`src/rtl/hazard_ctrl_if.sv`:
```
// Syscall request/acknowledge channel between hazard_ctrl (master) and the
// syscall responder (slave); four-phase req/ack with latched code and argument.
interface hazard_ctrl_if #(
  parameter int unsigned CODE_W = 32
);
  logic              syscall_req;
  logic [CODE_W-1:0] syscall_code;
  logic [CODE_W-1:0] syscall_arg;
  logic              syscall_ack;

  modport master (
    output syscall_req,
    output syscall_code,
    output syscall_arg,
    input  syscall_ack
  );

  modport slave (
    input  syscall_req,
    input  syscall_code,
    input  syscall_arg,
    output syscall_ack
  );
endinterface

```
`src/rtl/hazard_ctrl.sv`:
```
// Hazard detection, forwarding selects and syscall hold/halt FSM for the 5-stage MIPS pipeline.
// Optional HAZARD_PERF_EN adds stall/flush cycle counters. State updates on negedge clk.
module hazard_ctrl #(
  parameter int unsigned EXIT_CODE      = 10,
  parameter int unsigned SYSCALL_CODE_W = 32
) (
  input  logic        clk,
  input  logic        rst,
  input  logic [4:0]  RsD,
  input  logic [4:0]  RtD,
  input  logic [4:0]  RsE,
  input  logic [4:0]  RtE,
  input  logic [4:0]  WriteRegE,
  input  logic [4:0]  WriteRegM,
  input  logic [4:0]  WriteRegW,
  input  logic        RegWriteE,
  input  logic        MemtoRegE,
  input  logic        RegWriteM,
  input  logic        MemtoRegM,
  input  logic        RegWriteW,
  input  logic        BranchD,
  input  logic        SyscallE,
  input  logic [31:0] v0E,
  input  logic [31:0] a0E,
  hazard_ctrl_if.master sys,
  output logic        StallF,
  output logic        StallD,
  output logic        FlushE,
  output logic        ForwardAD,
  output logic        ForwardBD,
  output logic [1:0]  ForwardAE,
  output logic [1:0]  ForwardBE,
`ifdef HAZARD_PERF_EN
  output logic [31:0] stall_cycles,
  output logic [31:0] flush_cycles,
`endif
  output logic        halted
);

  typedef enum logic [1:0] {S_IDLE, S_REQ, S_DONE, S_HALT} state_t;

  state_t                    state_q, state_d;
  logic [SYSCALL_CODE_W-1:0] code_q, code_d;
  logic [SYSCALL_CODE_W-1:0] arg_q, arg_d;
  logic                      lwstall, branchstall, busy, hold;
  logic                      req, halt;

  // Hazard detection and forwarding (purely combinational)
  always_comb begin
    lwstall     = MemtoRegE && ((RsD == RtE) || (RtD == RtE));
    branchstall = BranchD &&
                  ((RegWriteE && ((WriteRegE == RsD) || (WriteRegE == RtD))) ||
                   (MemtoRegM && ((WriteRegM == RsD) || (WriteRegM == RtD))));
    busy        = (state_q != S_IDLE);
    hold        = lwstall || branchstall || busy;
    StallF      = hold;
    StallD      = hold;
    FlushE      = hold;

    ForwardAD = (RsD != '0) && (RsD == WriteRegM) && RegWriteM;
    ForwardBD = (RtD != '0) && (RtD == WriteRegM) && RegWriteM;

    if ((RsE != '0) && (RsE == WriteRegM) && RegWriteM)      ForwardAE = 2'b10;
    else if ((RsE != '0) && (RsE == WriteRegW) && RegWriteW) ForwardAE = 2'b01;
    else                                                     ForwardAE = 2'b00;

    if ((RtE != '0) && (RtE == WriteRegM) && RegWriteM)      ForwardBE = 2'b10;
    else if ((RtE != '0) && (RtE == WriteRegW) && RegWriteW) ForwardBE = 2'b01;
    else                                                     ForwardBE = 2'b00;
  end

  always_ff @(negedge clk or posedge rst) begin
    if (rst) begin
      state_q <= S_IDLE;
      code_q  <= '0;
      arg_q   <= '0;
    end else begin
      state_q <= state_d;
      code_q  <= code_d;
      arg_q   <= arg_d;
    end
  end

  always_comb begin
    state_d = state_q;
    code_d  = code_q;
    arg_d   = arg_q;
    unique case (state_q)
      S_IDLE: if (SyscallE) begin
        code_d  = v0E[SYSCALL_CODE_W-1:0];
        arg_d   = a0E[SYSCALL_CODE_W-1:0];
        state_d = (v0E == EXIT_CODE) ? S_HALT : S_REQ;
      end
      S_REQ:  if (sys.syscall_ack)  state_d = S_DONE;
      S_DONE: if (!sys.syscall_ack) state_d = S_IDLE;
      S_HALT: state_d = S_HALT;
      default: state_d = S_IDLE;
    endcase
  end

  // Decoded from state so reset drops req/halted without waiting for a clock
  always_comb begin
    req  = (state_q == S_REQ);
    halt = (state_q == S_HALT);
  end

  assign sys.syscall_req  = req;
  assign sys.syscall_code = code_q;
  assign sys.syscall_arg  = arg_q;
  assign halted           = halt;

`ifdef HAZARD_PERF_EN
  logic [31:0] stall_cnt_q, stall_cnt_d;
  logic [31:0] flush_cnt_q, flush_cnt_d;

  always_comb begin
    stall_cnt_d = stall_cnt_q + {31'd0, StallF};
    flush_cnt_d = flush_cnt_q + {31'd0, FlushE};
  end

  always_ff @(negedge clk or posedge rst) begin
    if (rst) begin
      stall_cnt_q <= '0;
      flush_cnt_q <= '0;
    end else begin
      stall_cnt_q <= stall_cnt_d;
      flush_cnt_q <= flush_cnt_d;
    end
  end

  assign stall_cycles = stall_cnt_q;
  assign flush_cycles = flush_cnt_q;
`endif

endmodule

```
`src/flat_wrapper.sv`:
```
// flat-port wrapper written by rule: the top's interface ports become plain ports
module hazard_ctrl_flat 
#(
  parameter int unsigned EXIT_CODE      = 10,
  parameter int unsigned SYSCALL_CODE_W = 32
)
  (clk, rst, RsD, RtD, RsE, RtE, WriteRegE, WriteRegM, WriteRegW, RegWriteE, MemtoRegE, RegWriteM, MemtoRegM, RegWriteW, BranchD, SyscallE, v0E, a0E, StallF, StallD, FlushE, ForwardAD, ForwardBD, ForwardAE, ForwardBE, halted, sys_syscall_req, sys_syscall_code, sys_syscall_arg, sys_syscall_ack);
  hazard_ctrl_if sys_i ();
  input  logic clk;
  input  logic rst;
  input  logic [4:0] RsD;
  input  logic [4:0] RtD;
  input  logic [4:0] RsE;
  input  logic [4:0] RtE;
  input  logic [4:0] WriteRegE;
  input  logic [4:0] WriteRegM;
  input  logic [4:0] WriteRegW;
  input  logic RegWriteE;
  input  logic MemtoRegE;
  input  logic RegWriteM;
  input  logic MemtoRegM;
  input  logic RegWriteW;
  input  logic BranchD;
  input  logic SyscallE;
  input  logic [31:0] v0E;
  input  logic [31:0] a0E;
  output logic StallF;
  output logic StallD;
  output logic FlushE;
  output logic ForwardAD;
  output logic ForwardBD;
  output logic [1:0] ForwardAE;
  output logic [1:0] ForwardBE;
  output logic halted;
  output wire logic [$bits(sys_i.syscall_req)-1:0] sys_syscall_req;
  output wire logic [$bits(sys_i.syscall_code)-1:0] sys_syscall_code;
  output wire logic [$bits(sys_i.syscall_arg)-1:0] sys_syscall_arg;
  input wire logic [$bits(sys_i.syscall_ack)-1:0] sys_syscall_ack;
  assign sys_syscall_req = sys_i.syscall_req;
  assign sys_syscall_code = sys_i.syscall_code;
  assign sys_syscall_arg = sys_i.syscall_arg;
  assign sys_i.syscall_ack = sys_syscall_ack;
  hazard_ctrl #(.EXIT_CODE(EXIT_CODE), .SYSCALL_CODE_W(SYSCALL_CODE_W)) u_core (.clk(clk), .rst(rst), .RsD(RsD), .RtD(RtD), .RsE(RsE), .RtE(RtE), .WriteRegE(WriteRegE), .WriteRegM(WriteRegM), .WriteRegW(WriteRegW), .RegWriteE(RegWriteE), .MemtoRegE(MemtoRegE), .RegWriteM(RegWriteM), .MemtoRegM(MemtoRegM), .RegWriteW(RegWriteW), .BranchD(BranchD), .SyscallE(SyscallE), .v0E(v0E), .a0E(a0E), .sys(sys_i), .StallF(StallF), .StallD(StallD), .FlushE(FlushE), .ForwardAD(ForwardAD), .ForwardBD(ForwardBD), .ForwardAE(ForwardAE), .ForwardBE(ForwardBE), .halted(halted));
endmodule
```
`config.mk`:
```
export PLATFORM = sky130hd
export DESIGN_NAME = hazard_ctrl_flat
export DESIGN_NICKNAME = d
export VERILOG_FILES = /design/src/rtl/hazard_ctrl_if.sv /design/src/rtl/hazard_ctrl.sv /design/src/flat_wrapper.sv
export SDC_FILE = /design/constraint.sdc
export NUM_CORES = 1
export LEC_CHECK = 0
export CELL_PAD_IN_SITES_DETAIL_PLACEMENT = 1
export CELL_PAD_IN_SITES_GLOBAL_PLACEMENT = 2
export CORE_UTILIZATION = 42
export CTS_BUF_LIST = sky130_fd_sc_hd__clkbuf_8
export CTS_CLUSTER_SIZE = 12
export DETAILED_ROUTE_END_ITERATION = 8
export DONT_BUFFER_PORTS = 1
export PLACE_DENSITY = 0.83
export SYNTH_ARGS = -nofsm -noshare
export SYNTH_HDL_FRONTEND = slang
export SYNTH_SLANG_ARGS = --single-unit
```
`constraint.sdc`:
```
create_clock -name clk -period 4.8 [get_ports clk]
set_input_delay 1.44 -clock clk [delete_from_list [all_inputs] [get_ports clk]]
set_output_delay 1.44 -clock clk [all_outputs]
set_load 0.1 [all_outputs]
```
# Yosys cells after proc, flatten, opt, wreduce, memory -nomap -nowiden
# Index checks and enable logic that the tools add are counted.
# W data, S select, Z words.
# totals
register_bits	66
out_inout_bits	75
word_cells	61
# op_classes
n_eq_ne	19
n_mux	9
reduce_logical	30
# op_table
op	count
$eq A5 B5 Y1	12
$eq A32 B4 Y1 const B	1
$reduce_bool A5 Y1	4
$logic_and A1 B1 Y1	16
$mux W2	6
$pmux W2 S4	1
$logic_or A1 B1 Y1	6
$eq A2 B2 Y1 const B	2
$ne A2 B2 Y1 const B	2
$reduce_and A3 Y1	1
$eq A2 B1 Y1 const B	1
$logic_not A2 Y1	1
$mux W1	2
$ne A2 B1 Y1 const B	1
$reduce_and A2 Y1	1
$reduce_bool A2 Y1	1

# Longest topological paths before layout
# Gate-level depths: netlist of the first run.
# logic_depth
depth_word	7
mapped_depth	7
depth_no_buf	7

==> summary.txt, run 1 <==
FP Rows: 32
Crit path top cell by count: inv_2
Utilization after layout: 70.1%
Wire length of the first global-routing pass: 16.3 mm
R2R Path Start: u_core.state_q[0]
Crit path required time: 3.36 ns
RSZ-0062 raised after global routing: yes
Synth cell types: 30
N_diodes: 0
Max Root-Sink Buffers: 2
Num CTS Buffers: 9
I/O Buffers: 0
Die H: 90.8 um
CTS H-Tree Depth: 3
Initial antenna violation count: 0
Count of state elements after synthesis: 66
CP Class: register to output pin
Total track usage: 26.6%
DIE WIDTH: 90.8 um
Post-Syn Area per Cell: 12.9 sq um
Final #Nets: 476
RR Endpoint: u_core.state_q[1]
Maximum fanout along the worst path: 2
Worst rel slew slack: 62.7%
First-pass DRT Iterations: 4
Endpoint, Worst Hold: u_core.sys.syscall_arg[27]
DP Worst Slack: -0.375 ns
Worst slew pin tran: 0.553 ns
Initial core utilization: 43.1%
Most frequent cells in the layout: buf_12, dfrtn_1, mux2_2, buf_4, xnor2_1
DR WL/cell: 24.2 um
CTS root buffer: clkbuf_8
Die ar.: 8250 sq um
Startpoint Class: register
Via density: 5.35
Hold Startpoint: u_core.sys.syscall_arg[27]
GP Congestion: 0.817
Critical Path Sink Type: output pin
Most common cell after layout, fill and taps aside: buf_12
Post-DP HPWL: 7.76 mm
Antenna-violating nets left: 0
CP Data Arrival Time: 4.05 ns
Share of layout cells above drive strength 1: 56.0%
Crit-path cells: inv_2 -> ha_4 -> inv_2 -> a31oi_1 -> nand4_1 -> buf_4 -> buf_16
Syn nets: 371
Warnings from Yosys: 0
Hold Crit Depth: 1
Clock-pin slew on the worst setup and hold paths: 0.06 ns
Syn Inst Count: 257
Via count: 2,505
CTS tree: done
Slowest CP cell: dfrtn_1
Failing checks: setup timing
Crit path largest cell delay: 0.36 ns
Hold buffers post-CTS: 0
Vias in the first global route: 2,921
R2R depth: 10
Fin worst setup slack: -0.686 ns
Synth-to-Final Area Change: 62.7%
Drt total wl: 11.3 mm
Final slew viol count: 0
Status: finished, violations left
Later-pin clock latency in the skew report: 0.33 ns
R2R setup slack: 2.56 ns
Global route overflow: 0
Sink Count: 66
Clock skew: 0.0106 ns
Register area share after synthesis: 49.8%
Largest net degree at the start of global routing: 34
# Max-Cap Violations: 0
Mapped cell area: 3310 sq um
Core ar.: 7690 sq um
Final setup violation count: 48
Tightest Hold Check Type: register to register
IO Pins: 184
Residual DRC: 0
Initial DRC Count: 59
Fin. Hold Viols: 0
==> registers in the layout, summed over array words and instances, names as in the netlist <==
name	flops
u_core.sys.syscall_arg	32
u_core.sys.syscall_code	32
u_core.state_q	2
==> logic make-up after synthesis <==
group / Yosys count / synth area share (%)
XOR/XNOR: 50 / 13.2
buffers and inverters: 19 / 2.94
multiplexers: 65 / 22.0
flip-flops: 66 / 49.8
adder cells (fa/ha/maj): 5 / 1.89
AND/OR/NAND/NOR: 43 / 8.19
AO/OA/AOI/OAI: 9 / 1.89
==> final cells by class <==
class                           instances  area (sq um)
Timing Repair Buffer                  109          1730
Fill cell                             693          2290
Inverter                                4          18.8
Tap cell                              102           128
Clock buffer                            9           124
Clock inverter                          6          66.3
Multi-Input combinational cell        172          1680
Sequential cell                        66          1650
==> Yosys cell counts <==
| cell type | n | share of area (%) |
|---|---|---|
| a211oi_1 | 1 | 0.23 |
| a21oi_1 | 1 | 0.15 |
| a31oi_1 | 2 | 0.38 |
| buf_2 | 9 | 1.4 |
| buf_4 | 2 | 0.45 |
| buf_6 | 1 | 0.34 |
| clkbuf_1 | 3 | 0.34 |
| dfrtn_1 | 66 | 50 |
| ha_1 | 5 | 1.9 |
| inv_1 | 4 | 0.45 |
| mux2_2 | 64 | 22 |
| mux2i_1 | 1 | 0.30 |
| nand2_1 | 5 | 0.57 |
| nand3_1 | 3 | 0.45 |
| nand4_1 | 8 | 1.5 |
| nor2_1 | 4 | 0.45 |
| nor2_4 | 1 | 0.34 |
| nor3_1 | 2 | 0.30 |
| nor4_1 | 11 | 2.1 |
| nor4_2 | 2 | 0.75 |
| nor4b_1 | 1 | 0.26 |
| nor4bb_1 | 1 | 0.30 |
| o211ai_1 | 1 | 0.23 |
| o21ai_0 | 2 | 0.30 |
| o311a_1 | 2 | 0.60 |
| or3_1 | 2 | 0.38 |
| or4_1 | 2 | 0.45 |
| or4_4 | 1 | 0.34 |
| xnor2_1 | 30 | 7.9 |
| xor2_1 | 20 | 5.3 |
==> critical path: cells and delay by family, from the launching register on <==
kind / cells / cell delay, ns
AO/OA/AOI/OAI: 1 / 0.15
buffers and inverters: 4 / 0.52
adder cells (fa/ha/maj): 1 / 0.15
flip-flops: 1 / 0.36
AND/OR/NAND/NOR: 1 / 0.15
==> worst max-delay path by stage <==
stage	depth (start not counted)	to	start	slack [ns]
floorplan	6	StallD	u_core.state_q[1]	-1.36
global placement	7	u_core.state_q[1]	v0E[29]	-0.40
detailed placement	6	StallD	u_core.state_q[1]	-0.38
CTS	7	FlushE	u_core.state_q[0]	-0.60
global route	7	StallD	u_core.state_q[0]	-0.76
finish	7	StallD	u_core.state_q[0]	-0.69
==> routing by layer <==
metal	up-vias	wire (um)	GRT usage, %
li1	1118	-	-
met1	1237	4100	29.5
met2	127	6210	49.4
met3	23	747	7.83
met4	0	255	7.14
met5	-	0	0
==> stage by stage <==
stage          instance area [sq um]  setup TNS [ns]  std cells  hold slack (ns)
6_report                        5390           -3.87        468            0.536
5_1_grt                         5390           -5.91        468            0.554
4_1_cts                         5310           -3.47        459            0.524
3_5_place_dp                    4960           -1.48        429            0.524
3_3_place_gp                    4960           -1.35        429            0.515
2_1_floorplan                   3390           -5.06        257            0.482
==> timing repair <==
action                                  CTS  global route
buffers inserted                         16             9
endpoints found under the setup margin   60            70
resized for setup                         7             3
pin swaps                                 3             3
Power of run 1 is not shown: default switching activity piles up to over one toggle a cycle in this logic, so the estimate is an artifact.
==> run 2, diff against run 1 <==
--- a/config.mk
+++ b/config.mk
@@ -5,6 +5,7 @@
 export SDC_FILE = /design/constraint.sdc
 export NUM_CORES = 1
 export LEC_CHECK = 0
+export CAP_MARGIN = 25
 export CELL_PAD_IN_SITES_DETAIL_PLACEMENT = 1
 export CELL_PAD_IN_SITES_GLOBAL_PLACEMENT = 2
 export CORE_UTILIZATION = 42
@@ -12,6 +13,7 @@
 export CTS_CLUSTER_SIZE = 12
 export DETAILED_ROUTE_END_ITERATION = 8
 export DONT_BUFFER_PORTS = 1
+export GPL_ROUTABILITY_DRIVEN = 0
 export PLACE_DENSITY = 0.83
 export SYNTH_ARGS = -nofsm -noshare
 export SYNTH_HDL_FRONTEND = slang
==> results of run 2 <==
Final layout, timing and power as in run 1 (identical DEF).
Power of run 2 is left out for the same reason.
